--- config.mk ---
export PLATFORM = sky130hd
export DESIGN_NAME = rx_pack_fifo
export DESIGN_NICKNAME = d
export VERILOG_FILES = /design/src/rtl/rx_pack_fifo_pkg.sv /design/src/rtl/rx_byte_packer.sv /design/src/rtl/rx_pack_fifo.sv
export SDC_FILE = /design/constraint.sdc
export NUM_CORES = 1
export LEC_CHECK = 0
export CAP_MARGIN = 0
export CORE_UTILIZATION = 40
export DETAILED_ROUTE_END_ITERATION = 10
export GPL_TIMING_DRIVEN = 1
export PLACE_DENSITY_LB_ADDON = 0.08
export SLEW_MARGIN = 30
export SYNTH_ARGS = -nofsm -noshare
export SYNTH_HDL_FRONTEND = slang
export SYNTH_SLANG_ARGS = --single-unit
--- constraint.sdc ---
create_clock -name clk -period 4.85 [get_ports clk]
set_input_delay 0.7275 -clock clk [delete_from_list [all_inputs] [get_ports clk]]
set_output_delay 0.7275 -clock clk [all_outputs]
set_load 0.005 [all_outputs]
--- src/rtl/rx_pack_fifo_pkg.sv ---
// -----------------------------------------------------------------------------
// rx_pack_fifo_pkg
// Shared constants and helpers for the receive byte-packing FIFO.
//   BYTE_W      : width of one received byte lane (8)
//   pack_cnt_w(): width of the packer byte counter for a given word width,
//                 wide enough to hold 0..BYTES
// -----------------------------------------------------------------------------
package rx_pack_fifo_pkg;

  localparam int BYTE_W = 8;

  function automatic int pack_cnt_w(input int width);
    return $clog2(width / BYTE_W) + 1;
  endfunction

endpackage

--- src/rtl/rx_byte_packer.sv ---
// -----------------------------------------------------------------------------
// rx_byte_packer
// Assembles accepted bytes into little-endian words. The word being closed
// (full word or byte_last_i) is presented combinationally with push_o in the
// same cycle as the closing byte, so the FIFO writes it on that edge.
//
// Ports
//   clk, resetn    : clock, async active-low reset
//   flush_i        : synchronous clear of count and partial word
//   byte_acc_i     : byte accepted this cycle (valid && ready, qualified above)
//   byte_data_i    : accepted byte
//   byte_last_i    : close the partial word after this byte
//   word_o         : word to store (unfilled lanes zero)
//   push_o         : word_o is to be written this cycle
//   pack_cnt_o     : bytes currently held
// -----------------------------------------------------------------------------
module rx_byte_packer
  import rx_pack_fifo_pkg::*;
#(
  parameter int WIDTH = 32
) (
  input  logic                          clk,
  input  logic                          resetn,
  input  logic                          flush_i,
  input  logic                          byte_acc_i,
  input  logic [BYTE_W-1:0]             byte_data_i,
  input  logic                          byte_last_i,
  output logic [WIDTH-1:0]              word_o,
  output logic                          push_o,
  output logic [pack_cnt_w(WIDTH)-1:0]  pack_cnt_o
);

  localparam int BYTES = WIDTH / BYTE_W;
  localparam int CW    = pack_cnt_w(WIDTH);

  logic [WIDTH-1:0] data_q, data_d;
  logic [WIDTH-1:0] merged;
  logic [CW-1:0]    cnt_q, cnt_d;
  logic             word_done;

  // Current partial word with the incoming byte dropped into lane cnt_q.
  // Lanes above cnt_q are still zero because data_q is cleared on every push.
  always_comb begin
    merged = data_q;
    for (int i = 0; i < BYTES; i++) begin
      if (cnt_q == CW'(i)) begin
        merged[i*BYTE_W +: BYTE_W] = byte_data_i;
      end
    end
  end

  assign word_done = byte_acc_i && (byte_last_i || (cnt_q == CW'(BYTES - 1)));

  always_comb begin
    data_d = data_q;
    cnt_d  = cnt_q;
    if (flush_i || word_done) begin
      data_d = '0;
      cnt_d  = '0;
    end else if (byte_acc_i) begin
      data_d = merged;
      cnt_d  = cnt_q + CW'(1);
    end
  end

  always_ff @(posedge clk or negedge resetn) begin
    if (!resetn) begin
      data_q <= '0;
      cnt_q  <= '0;
    end else begin
      data_q <= data_d;
      cnt_q  <= cnt_d;
    end
  end

  assign word_o     = merged;
  assign push_o     = word_done;
  assign pack_cnt_o = cnt_q;

endmodule

--- src/rtl/rx_pack_fifo.sv ---
// -----------------------------------------------------------------------------
// rx_pack_fifo
// Receive path: bytes are packed little-endian into WIDTH-bit words by
// rx_byte_packer and stored in a DEPTH-entry FIFO. Read side is either
// first-word-fall-through (FWFT=1) or registered with one-cycle latency.
//
// Ports
//   clk, resetn        : clock, async active-low reset
//   flush_i            : synchronous clear of FIFO, packer and rd_valid_o
//   byte_valid_i/_data_i/_last_i, byte_ready_o : byte input handshake
//   rd_en_i            : pop request
//   rd_data_o          : read word (head when FWFT=1, registered when FWFT=0)
//   rd_valid_o         : rd_data_o valid
//   empty_o, full_o    : occupancy flags
//   level_o            : stored word count, 0..DEPTH
//   pack_cnt_o         : bytes held in the packer
//   watermark_i, wm_o  : wm_o = level_o >= watermark_i
//   ovf_o, udf_o       : sticky dropped-byte / empty-pop flags
//   err_clr_i          : clears ovf_o/udf_o (a same-cycle set wins)
// -----------------------------------------------------------------------------
module rx_pack_fifo
  import rx_pack_fifo_pkg::*;
#(
  parameter int WIDTH = 32,
  parameter int DEPTH = 16,
  parameter int FWFT  = 1
) (
  input  logic                          clk,
  input  logic                          resetn,
  input  logic                          flush_i,
  input  logic                          byte_valid_i,
  input  logic [BYTE_W-1:0]             byte_data_i,
  input  logic                          byte_last_i,
  output logic                          byte_ready_o,
  input  logic                          rd_en_i,
  output logic [WIDTH-1:0]              rd_data_o,
  output logic                          rd_valid_o,
  output logic                          empty_o,
  output logic                          full_o,
  output logic [$clog2(DEPTH):0]        level_o,
  output logic [pack_cnt_w(WIDTH)-1:0]  pack_cnt_o,
  input  logic [$clog2(DEPTH):0]        watermark_i,
  output logic                          wm_o,
  output logic                          ovf_o,
  output logic                          udf_o,
  input  logic                          err_clr_i
);

  localparam int AW = $clog2(DEPTH);
  localparam logic [AW:0] FULL_LVL = (AW+1)'(DEPTH);

  logic [WIDTH-1:0] mem_q [DEPTH];
  logic [AW-1:0]    wr_ptr_q, wr_ptr_d;
  logic [AW-1:0]    rd_ptr_q, rd_ptr_d;
  logic [AW:0]      level_q, level_d;
  logic             ovf_q, ovf_d;
  logic             udf_q, udf_d;

  logic             full, empty;
  logic             byte_acc, pop, push;
  logic             ovf_set, udf_set;
  logic [WIDTH-1:0] pack_word;

  assign full  = (level_q == FULL_LVL);
  assign empty = (level_q == '0);

  assign byte_ready_o = !full && !flush_i;
  assign byte_acc     = byte_valid_i && byte_ready_o;
  // Flush overrides a pop and also masks it from the underflow flag.
  assign pop          = rd_en_i && !empty && !flush_i;
  assign ovf_set      = byte_valid_i && !byte_ready_o && !flush_i;
  assign udf_set      = rd_en_i && empty && !flush_i;

  rx_byte_packer #(
    .WIDTH (WIDTH)
  ) u_packer (
    .clk         (clk),
    .resetn      (resetn),
    .flush_i     (flush_i),
    .byte_acc_i  (byte_acc),
    .byte_data_i (byte_data_i),
    .byte_last_i (byte_last_i),
    .word_o      (pack_word),
    .push_o      (push),
    .pack_cnt_o  (pack_cnt_o)
  );

  // push can only occur when not full and not flushing (byte_ready_o gates it),
  // so storage never overruns and flush never races a write.
  always_comb begin
    wr_ptr_d = wr_ptr_q;
    rd_ptr_d = rd_ptr_q;
    level_d  = level_q;
    if (flush_i) begin
      wr_ptr_d = '0;
      rd_ptr_d = '0;
      level_d  = '0;
    end else begin
      if (push) wr_ptr_d = wr_ptr_q + AW'(1);
      if (pop)  rd_ptr_d = rd_ptr_q + AW'(1);
      case ({push, pop})
        2'b10:   level_d = level_q + (AW+1)'(1);
        2'b01:   level_d = level_q - (AW+1)'(1);
        default: level_d = level_q;
      endcase
    end
  end

  always_comb begin
    ovf_d = ovf_q;
    udf_d = udf_q;
    if (err_clr_i) begin
      ovf_d = 1'b0;
      udf_d = 1'b0;
    end
    if (ovf_set) ovf_d = 1'b1;
    if (udf_set) udf_d = 1'b1;
  end

  always_ff @(posedge clk or negedge resetn) begin
    if (!resetn) begin
      wr_ptr_q <= '0;
      rd_ptr_q <= '0;
      level_q  <= '0;
      ovf_q    <= 1'b0;
      udf_q    <= 1'b0;
    end else begin
      wr_ptr_q <= wr_ptr_d;
      rd_ptr_q <= rd_ptr_d;
      level_q  <= level_d;
      ovf_q    <= ovf_d;
      udf_q    <= udf_d;
    end
  end

  // Storage is deliberately not reset.
  always_ff @(posedge clk) begin
    if (push) begin
      mem_q[wr_ptr_q] <= pack_word;
    end
  end

  generate
    if (FWFT != 0) begin : g_fwft
      // Masked while empty so the output is defined (zero) out of reset.
      assign rd_data_o  = empty ? '0 : mem_q[rd_ptr_q];
      assign rd_valid_o = !empty;
    end else begin : g_reg
      logic [WIDTH-1:0] rd_data_q;
      logic             rd_valid_q;

      always_ff @(posedge clk or negedge resetn) begin
        if (!resetn) begin
          rd_data_q  <= '0;
          rd_valid_q <= 1'b0;
        end else begin
          rd_valid_q <= pop;
          if (pop) begin
            rd_data_q <= mem_q[rd_ptr_q];
          end
        end
      end

      assign rd_data_o  = rd_data_q;
      assign rd_valid_o = rd_valid_q;
    end
  endgenerate

  assign empty_o = empty;
  assign full_o  = full;
  assign level_o = level_q;
  assign wm_o    = (level_q >= watermark_i);
  assign ovf_o   = ovf_q;
  assign udf_o   = udf_q;

endmodule
==> results of run 1 <==
## kinds of logic (layout without fill, tap and decap cells)
kind of cell / Yosys count / after routing / synth area share
DFF: 562 / 562 / 0.738
muxes: 194 / 194 / 0.160
AOI/OAI and AO/OA: 124 / 124 / 0.0447
and+or+nand+nor: 104 / 104 / 0.0248
buffers and inverters: 86 / 236 / 0.0202
adders and majority gates: 17 / 17 / 0.00944
xor gates and xnor gates: 9 / 9 / 0.00350
## flip-flops by register name (all words and copies together), names as in the netlist
| signal | cells |
|---|---|
| udf_o | 1 |
| ovf_o | 1 |
| u_packer.data_q | 32 |
| mem_q | 512 |
| rd_ptr_q | 4 |
| wr_ptr_q | 4 |
| level_o | 5 |
| u_packer.pack_cnt_o | 3 |
## placed cells by master (no fill, tap or decap), types with 20 or more instances in the layout
cell type and count:
a211oi_1 65, a32o_1 32, buf_4 32, clkbuf_16 58, clkdlybuf4s50_1 65, clkinv_1 20, dfrtp_1 46, edfxtp_1 512
mux2_2 32, mux2i_1 33, mux4_2 128, nor2b_1 36
## per-layer routing
metal	global-route usage	vias to the layer above	share of wire
met2	0.296	255	0.47
met4	0.0482	0	0.019
li1	-	4773	-
met1	0.271	5822	0.46
met3	0.0370	67	0.048
met5	0	-	0
## layout make-up
| cell class | count | area [um2] |
|---|---|---|
| clock buffers | 66 | 1480 |
| clock inverters | 39 | 267 |
| fillers | 4646 | 29300 |
| inverters | 20 | 76.3 |
| multi-input cells | 448 | 5550 |
| flip-flops and latches | 562 | 16600 |
| well taps | 748 | 936 |
| repair buffers | 111 | 1160 |
## worst min path at each step
| stage | start | to | slack [ns] | depth (start not counted) |
|---|---|---|---|---|
| floorplan | resetn | level_o[0]$_DFFE_PN0P_ | 0.43 | 0 |
| global placement | u_packer.data_q[1]$_DFFE_PN0P_ | u_packer.data_q[1]$_DFFE_PN0P_ | 0.47 | 1 |
| detailed placement | u_packer.data_q[6]$_DFFE_PN0P_ | u_packer.data_q[6]$_DFFE_PN0P_ | 0.48 | 1 |
| CTS | resetn | level_o[3]$_DFFE_PN0P_ | 0.24 | 2 |
| global route | resetn | level_o[3]$_DFFE_PN0P_ | 0.30 | 2 |
| finish | resetn | level_o[0]$_DFFE_PN0P_ | 0.24 | 2 |
## per-stage QoR
| step | instance area (um2) | instances | total power (uW) |
|---|---|---|---|
| 2_1_floorplan | 22500 | 1096 | 6910 |
| 3_3_place_gp | 24300 | 1888 | 7810 |
| 3_5_place_dp | 24300 | 1888 | 7820 |
| 4_1_cts | 26100 | 1993 | 12000 |
| 5_1_grt | 26100 | 1994 | 12300 |
| 6_report | 26100 | 1994 | 11800 |
## power groups by stage
stage	combinational (uW)	clock, uW	sequential [uW]
after detailed placement	2230	0	5590
after global routing	2380	4430	5500
after CTS	2240	4260	5490
after floorplan	1420	0	5490
after global placement	2220	0	5590
final	2200	4150	5480
==> summary.md, run 1 <==
| Metric | Value |
|---|---|
| Synth top area share | 0.682 |
| Clock Power Share | 0.351 |
| Worst slack at placement | 1.01 ns |
| Critical path startpoint category | flip-flop |
| Number of distinct library cells after synthesis | 48 |
| Setup Fix Bufs, Post-CTS | 0 |
| Clk slew on worst S/H paths | 0.06 ns |
| Largest net degree at the start of global routing | 51 |
| RePlAce Congestion | 0.718 |
| Reg2reg path depth | 8 |
| Max-slew violations | 0 |
| CP Cell Sequence | nor4_2, nand2b_1, clkinv_2, a211oi_1, clkdlybuf4s50_1 |
| Final Hold Viols | 0 |
| Synthesis-to-finish area growth | 15.9% |
| Slew @ Worst Pin | 0.928 ns |
| CP bufs+invs | 2 |
| Post-CTS sizing | 0 |
| Final nets | 1238 |
| RR Endpoint | mem_q[10][25]$_DFFE_PP_ |
| Path length in cells of the critical path | 5 |
| CTS Buffer Depth | 3 |
| Sinks on Clock Net | 562 |
| Worst-path maximum fanout | 34 |
| Total GRT Usage | 0.189 |
| Hold crit path type | input pin to async pin |
| Reg power frac | 0.464 |
| Sequential cell area fraction in the yosys report | 0.738 |
| Row Count | 86 |
| Worst Setup EP | rd_data_o[17] |
| Cell with the most instances after synthesis | edfxtp_1 |
| Clk_skew | 0.0239 ns |
| CP startpoint | level_o[2]$_DFFE_PN0P_ |
| Worst IR drop on VDD | 0.000246 V |
| Origin of the critical flop-to-flop path | u_packer.pack_cnt_o[1]$_DFFE_PN0P_ |
| DR vias | 10917 |
| Num CTS Buffers | 58 |
| Mapped Area | 22500 um2 |
| Setup TNS | 0 ns |
| Status | finished, final reports clean |
| Die height | 239 um |
| Ys Warns | 0 |
| Most area-consuming cells after synthesis | edfxtp_1 68%, mux4_2 13%, dfrtp_1 5.6% |
| Wire per inst | 26.2 um |
| WP data arrival | 3.66 ns |
| Main synth FF type | edfxtp_1 |
| Switching share of power | 0.254 |
| CP endpoint kind | output pin |
| Vias in the first global route | 11293 |
| Final worst path period need | 4.39 ns |
| Die Wd | 239 um |
| Fin crit share | 0.906 |
| Drt pass-1 iters | 5 |
| CP Class | flip-flop to output pin |
| Number of max-cap violations | 0 |
| Setup-failing EPs final | 0 |
| Drt drc | 0 |
| Worst stage delay on the critical path | 0.77 ns |
| Antenna Nets Post-Route | 0 |
| Die ar. | 57300 um2 |
| Psw | 3000 uW |
| CTS Hold Bufs | 0 |
| Post-synth EDFFs | 512 |
| Final core utilization | 0.471 |
| RSZ-0062 raised after global routing | false |
| Post-Synthesis Cells | 1096 |
| Input/output buffers | 66 |
| I/O Pins | 67 |
| First-pass GRT wire length | 77200 um |
| Critical Path RT | 4.12 ns |
| Worst skew pair latency | 0.63 ns |
| DR vias/cell | 5.47 |
| P_int | 8820 uW |
| Power Dens Cells | 453 nW/um2 |
| CP max stage cell | clkinv_2 |
| Post-DP HPWL | 30600 um |
| Fmax | 228 MHz |
| Htree depth | 2 |
| Worst Hold Slack | 0.238 ns |
| CTS tree | done |
| Share of cells above drive strength 1 | 0.254 |
| Commonest cells in the netlist | 512 x edfxtp_1, 128 x mux4_2, 65 x a211oi_1 |
| Fraction of registers with async set/reset | 0.0890 |
| Initial core utilization | 0.407 |
| Ant. Diodes | 0 |
| Leakage | 0.00805 uW |
| Antenna violations before repair | 0 |
| Flip-flop and latch count after synthesis | 562 |
| Setup ws final | 0.458 ns |
| Worst slew margin | 0.381 |
| Final wirelength | 52200 um |
| Worst R2R Setup Slack | 1.05 ns |
| Crit-path leading delay family | buffers and inverters |
| Congestion Overflow GR | 0 |
| Root Buffer | clkbuf_16 |
| Area leader, netlist | edfxtp_1 |
| Syn nets | 1133 |
| Syn Area/Cell | 20.6 um2 |
| Core ar. | 55400 um2 |
| Combinational group share of total power | 0.186 |
| 1st-iter DRT viols | 740 |
No activity file was read; power rests on OpenSTA's default activity.
==> inputs of run 2 (changes only) <==
Settings changed: CELL_PAD_IN_SITES_DETAIL_PLACEMENT from default to 0, CELL_PAD_IN_SITES_GLOBAL_PLACEMENT from default to 1.
==> run 2 against run 1 <==
Via count fell by 1.1%. Design area rose by 0.37%. Utilization rose by 0.17 points. Critical endpoint is now rd_data_o[25]. Clock power rose by 8.0%. Final cell count did not move. Combinational power barely moved. Largest power group unchanged. Register-to-register slack improved by 0.37 ns. Non-clock buffer count fell by 7.
==> summary.md, run 2 (synthesized netlist as in run 1, its figures left out) <==
| Metric | Value |
|---|---|
| Max-slew violations | 0 (unchanged) |
| Slew @ Worst Pin | 0.912 ns (-0.0166 ns) |
| Worst-path maximum fanout | 33 (-2.9%) |
| CTS Buffer Depth | 3 (unchanged) |
| CP endpoint kind | output pin |
| DR vias | 10802 (-1.1%) |
| Die ar. | 57300 um2 (unchanged) |
| Congestion Overflow GR | 0 (unchanged) |
| First-pass GRT wire length | 77800 um (+0.89%) |
| Reg with most FFs | mem_q |
| WP data arrival | 3.47 ns (-0.19 ns) |
| Wire per inst | 25.9 um (-1.2%) |
| Row Count | 86 (unchanged) |
| Root Buffer | clkbuf_16 |
| Drt drc | 0 (unchanged) |
| Share of cells above drive strength 1 | 0.257 (+0.00261) |
| Vias in the first global route | 11331 (+0.34%) |
| FILL cells | 4681 (+0.75%) |
| 1st-iter DRT viols | 762 (+3.0%) |
| Critical path startpoint category | flip-flop |
| Worst slew margin | 0.391 (+0.00963) |
| Synthesis-to-finish area growth | 16.3% |
| Status | finished, final reports clean |
| FF/Latch Area | 16600 um2 (unchanged) |
| Htree depth | 2 (unchanged) |
| Post-CTS sizing | 0 (unchanged) |
| Most common cell after layout, fill and taps aside | edfxtp_1 |
| Final wirelength | 51600 um (-1.2%) |
| Worst IR drop on VDD | 0.000391 V (+59%) |
| Number of max-cap violations | 0 (unchanged) |
| Input/output buffers | 66 (unchanged) |
| Setup Fix Bufs, Post-CTS | 0 (unchanged) |
| CTS Hold Bufs | 0 (unchanged) |
| CP Class | flip-flop to output pin |
| Setup ws final | 0.650 ns (+0.192 ns) |
| Critical Path RT | 4.12 ns (about the same) |
| CP bufs+invs | 2 (unchanged) |
| Initial core utilization | 0.407 (unchanged) |
| Worst skew pair latency | 0.62 ns (about the same) |
| Number of flip-flops in the largest register | 512 (unchanged) |
| Worst Hold Slack | 0.142 ns (-0.0956 ns) |
| Post-DP HPWL | 30000 um (-1.8%) |
| Crit-path leading delay family | buffers and inverters |
| Reg2reg path depth | 8 (unchanged) |
| Worst R2R Setup Slack | 1.42 ns (+0.37 ns) |
| Total GRT Usage | 0.188 (-0.000684) |
| DR vias/cell | 5.42 (-1.1%) |
| Final nets | 1232 (-0.48%) |
| RSZ-0062 raised after global routing | false |
| RR Endpoint | mem_q[15][5]$_DFFE_PP_ |
| Origin of the critical flop-to-flop path | u_packer.pack_cnt_o[1]$_DFFE_PN0P_ |
| I/O Pins | 67 (unchanged) |
| Worst slack at placement | 1.14 ns (+0.124 ns) |
| CP Cell Sequence | nand2b_1, clkinv_2, a211oi_1, clkdlybuf4s50_1 |
| CP max stage cell | clkinv_2 |
| Drt pass-1 iters | 5 (unchanged) |
| Antenna violations before repair | 0 (unchanged) |
| Setup-failing EPs final | 0 (unchanged) |
| Hold crit path type | input pin to async pin |
| Largest net degree at the start of global routing | 52 (+2.0%) |
| Most frequent cells in the layout | 512 x edfxtp_1, 128 x mux4_2, 65 x a211oi_1, 65 x clkdlybuf4s50_1, 60 x clkbuf_16 |
| CTS tree | done |
| Final Hold Viols | 0 (unchanged) |
| Fin crit share | 0.866 (-0.0396) |
| Die height | 239 um (unchanged) |
| Antenna Nets Post-Route | 0 (unchanged) |
| Num CTS Buffers | 59 (+1.7%) |
| Final worst path period need | 4.20 ns (-0.192 ns) |
| Final core utilization | 0.473 (+0.00174) |
| Clk_skew | 0.0312 ns (+0.00723 ns) |
| Clk slew on worst S/H paths | 0.06 ns (about the same) |
| RePlAce Congestion | 0.725 (+0.99%) |
| Fmax | 238 MHz (+4.6%) |
| Core ar. | 55400 um2 (unchanged) |
| Leakage | 0.00809 uW (+0.50%) |
| Worst stage delay on the critical path | 0.69 ns (-0.08 ns) |
| Sinks on Clock Net | 562 (unchanged) |
| Multi-input logic area | 5550 um2 (about the same) |
| Die Wd | 239 um (unchanged) |
| Setup TNS | 0 ns (unchanged) |
| Power Dens Cells | 463 nW/um2 (+2.3%) |
run 2: changes by cell type in the layout (fill, tap and decap cells not counted), sizes merged:
cell / before / now
bufinv: 3 / 6
clkinv: 34 / 26
diode: 0 / 1
inv: 21 / 20
clkbuf: 66 / 78
buf: 46 / 39
run 2: area by class of cell:
cell class | count | share of cell area
inverters | 20 | 0.00291
repair buffers | 104 | 0.0411
diodes | 1 | 0.0000955
multi-input cells | 448 | 0.212
flip-flops and latches | 562 | 0.635
clock buffers | 78 | 0.0610
clock inverters | 33 | 0.0126
well taps | 748 | 0.0357
run 2: worst max path at each step:
stage,startpoint,end,slack (ns),cells past startpoint
finish,level_o[4]$_DFFE_PN0P_,rd_data_o[25],0.65,4
global route,level_o[2]$_DFFE_PN0P_,rd_data_o[25],0.39,5
CTS,level_o[1]$_DFFE_PN0P_,rd_data_o[2],0.51,6
detailed placement,byte_valid_i,mem_q[15][6]$_DFFE_PP_,1.14,6
global placement,byte_last_i,mem_q[15][10]$_DFFE_PP_,1.21,6
floorplan,u_packer.pack_cnt_o[0]$_DFFE_PN0P_,mem_q[4][0]$_DFFE_PP_,0.85,6
run 2: power breakdown:
part           switching (uW)  internal, uW  leakage [uW]
registers                 106          5350       0.00518
logic                    1070          1140       0.00196
clock network            1850          2630      0.000951
total                    3020          9120       0.00809
run 2: routing by layer:
layer / track usage / vias up / part of all wire
met1: 0.281 / 5766 / 0.48
met3: 0.0286 / 55 / 0.040
met4: 0.0422 / 0 / 0.014
met2: 0.291 / 211 / 0.47
li1: - / 4770 / -
met5: 0 / - / 0
run 2: through the flow:
stage	cell area [um2]	instances	power, uW
after floorplan	22500	1096	6910
after global placement	24300	1882	7820
after detailed placement	24300	1882	7830
after CTS	26200	1993	12300
after global routing	26200	1993	12700
final	26200	1994	12100
==> inputs of run 3 (changes only) <==
--- a/config.mk
+++ b/config.mk
@@ -14,2 +14,4 @@
 export PLACE_DENSITY_LB_ADDON = 0.08
+export REMOVE_ABC_BUFFERS = 1
+export SETUP_SLACK_MARGIN = 0.3
 export SLEW_MARGIN = 30
--- a/constraint.sdc
+++ b/constraint.sdc
@@ -3,2 +3,2 @@
 set_output_delay 0.7275 -clock clk [all_outputs]
-set_load 0.005 [all_outputs]
+set_load 0.1 [all_outputs]
==> run 3 against run 2 <==
Via count up 1.4%. Sequential cell count unchanged. Non-clock buffer count up 4. Utilization down 0.19 points. Hold slack better by 0.098 ns. Worst setup slack better by 0.22 ns. Final cell count down 0.10%. Clock-buffer cell count down 11. Sequential power about the same. Combinational power up 70%. Clock power about the same. Critical endpoint is now rd_data_o[12].
==> summary.md, run 3 (synthesized netlist as in run 1, its figures left out) <==
| Metric | Value |
|---|---|
| Initial core utilization | 0.407 (unchanged) |
| Most common cell after layout, fill and taps aside | edfxtp_1 |
| DR vias/cell | 5.50 (+1.5%) |
| Final nets | 1236 (+0.32%) |
| Met2 wire length | 24500 um (+1.0%) |
| Worst slew margin | 0.333 (-0.0581) |
| Number of flip-flops in the largest register | 512 (unchanged) |
| CP Class | flip-flop to output pin |
| Post-DP HPWL | 32200 um (+7.3%) |
| Fmax | 251 MHz (+5.5%) |
| Worst R2R Setup Slack | 1.19 ns (-0.23 ns) |
| Worst skew pair latency | 0.61 ns (about the same) |
| Core ar. | 55400 um2 (unchanged) |
| RePlAce Congestion | 0.748 (+3.2%) |
| Congestion Overflow GR | 0 (unchanged) |
| FILL cells | 4638 (-0.92%) |
| CTS Buffer Depth | 3 (unchanged) |
| Htree depth | 2 (unchanged) |
| Synthesis-to-finish area growth | 15.9% |
| Final wirelength | 53000 um (+2.7%) |
| RSZ-0062 raised after global routing | false |
| Drt drc | 0 (unchanged) |
| Root Buffer | clkbuf_16 |
| CP max stage cell | dfrtp_4 |
| DR vias | 10956 (+1.4%) |
| Reg with most FFs | mem_q |
| I/O Pins | 67 (unchanged) |
| Slew @ Worst Pin | 0.998 ns (+0.0862 ns) |
| Most frequent cells in the layout | 512 x edfxtp_1, 128 x mux4_2, 68 x buf_4, 65 x a211oi_1, 59 x clkbuf_16 |
| Die ar. | 57300 um2 (unchanged) |
| Final Hold Viols | 0 (unchanged) |
| Num CTS Buffers | 59 (unchanged) |
| CP Cell Sequence | buf_12, buf_4, mux4_2, nor2b_1, a211oi_1, a211oi_1, buf_4 |
| WP data arrival | 3.25 ns (-0.22 ns) |
| Total GRT Usage | 0.192 (+0.00346) |
| Status | finished, final reports clean |
| CTS tree | done |
| Power Dens Cells | 525 nW/um2 (+13%) |
| Die Wd | 239 um (unchanged) |
| Worst IR drop on VDD | 0.000560 V (+43%) |
| CTS Hold Bufs | 0 (unchanged) |
| Wire per inst | 26.6 um (+2.8%) |
| Antenna Nets Post-Route | 0 (unchanged) |
| Worst stage delay on the critical path | 0.67 ns (-0.02 ns) |
| Ant. Diodes | 0 (-1) |
| Setup-failing EPs final | 0 (unchanged) |
| Die height | 239 um (unchanged) |
| Hold crit path type | input pin to async pin |
| Leakage | 0.00815 uW (+0.71%) |
| Clk slew on worst S/H paths | 0.06 ns (about the same) |
| Finished layout cell area | 26100 um2 (-0.39%) |
| Critical path startpoint category | flip-flop |
| Largest net degree at the start of global routing | 67 (+29%) |
| Share of cells above drive strength 1 | 0.288 (+0.0308) |
| Setup TNS | 0 ns (unchanged) |
| Clk_skew | 0.0285 ns (-0.00270 ns) |
| Critical Path RT | 4.12 ns (about the same) |
| Final worst path period need | 3.98 ns (-0.219 ns) |
| Number of max-cap violations | 0 (unchanged) |
| Placed cell area | 24200 um2 (-0.41%) |
| Met3 routed WL | 2600 um (+25%) |
| Worst-path maximum fanout | 27 (-18%) |
| Antenna violations before repair | 1 (+1) |
| CP endpoint kind | output pin |
| Setup Fix Bufs, Post-CTS | 0 (unchanged) |
| 1st-iter DRT viols | 848 (+11%) |
| First-pass GRT wire length | 78600 um (+1.0%) |
| Fin crit share | 0.821 (-0.0451) |
| Vias in the first global route | 11415 (+0.74%) |
| Met1 WL | 24900 um (+1.1%) |
| Input/output buffers | 66 (unchanged) |
| Top sig layer | met4 |
| Drt pass-1 iters | 4 (-1) |
| Row Count | 86 (unchanged) |
| Sinks on Clock Net | 562 (unchanged) |
| Post-CTS sizing | 0 (unchanged) |
| Max-slew violations | 0 (unchanged) |
==> run 3: cell types whose count changed in the layout (fill, tap and decap cells not counted), sizes merged <==
cell	previous run	this run
clkinvlp	1	3
bufinv	6	8
clkbuf	78	67
buf	39	78
inv	20	21
diode	1	0
clkdlybuf4s50	65	30
clkinv	26	27
==> run 3: report_power, final <==
part | internal [uW] | switching [uW] | total (uW)
clock | 2640 | 1840 | 4470
sequential | 5350 | 123 | 5470
combinational | 1080 | 2670 | 3760
==> run 3: area by class of cell <==
| type | instances | area [um2] | area share |
|---|---|---|---|
| Sequential cell | 562 | 16600 | 0.637 |
| Multi-Input combinational cell | 448 | 5550 | 0.213 |
| Clock buffer | 67 | 1510 | 0.0577 |
| Timing Repair Buffer | 108 | 1000 | 0.0384 |
| Tap cell | 748 | 936 | 0.0358 |
| Clock inverter | 39 | 397 | 0.0152 |
| Inverter | 20 | 75.1 | 0.00288 |
==> run 3: through the flow <==
step / worst slack [ns] / instances / total power (uW) / hold WS, ns / utilization
finish: 0.869 / 1992 / 13700 / 0.241 / 0.471
global route: 0.676 / 1992 / 14200 / 0.260 / 0.471
CTS: 0.778 / 1991 / 13900 / 0.237 / 0.471
detailed placement: 1.07 / 1885 / 9380 / 0.475 / 0.436
global placement: 1.12 / 1885 / 9380 / 0.468 / 0.436
floorplan: -4.03 / 1030 / 8500 / 0.432 / -
==> run 3: final timing paths <==
path / cells past startpoint / startpoint / to
max in group asynchronous: 2 / resetn / rd_ptr_q[2]$_DFFE_PN0P_
worst min-delay path: 2 / resetn / u_packer.pack_cnt_o[1]$_DFFE_PN0P_
worst min register to register: 1 / u_packer.data_q[14]$_DFFE_PN0P_ / u_packer.data_q[14]$_DFFE_PN0P_
min in group clk: 1 / u_packer.data_q[14]$_DFFE_PN0P_ / u_packer.data_q[14]$_DFFE_PN0P_
worst max-delay path: 7 / rd_ptr_q[0]$_DFFE_PN0P_ / rd_data_o[12]
worst max register to register: 7 / u_packer.pack_cnt_o[0]$_DFFE_PN0P_ / mem_q[12][11]$_DFFE_PP_
==> run 3: critical path: cells and delay by family, from the launching register on <==
kind	cells	cell delay, ns
and+or+nand+nor	1	0.14
AOI/OAI and AO/OA	2	0.35
muxes	1	0.54
DFF	1	0.67
buffers and inverters	3	0.92
==> run 3: routing by layer <==
metal  up-vias  track usage
met2       225        0.290
li1       4767            -
met5         -            0
met3        76       0.0405
met4         0       0.0495
met1      5888        0.281
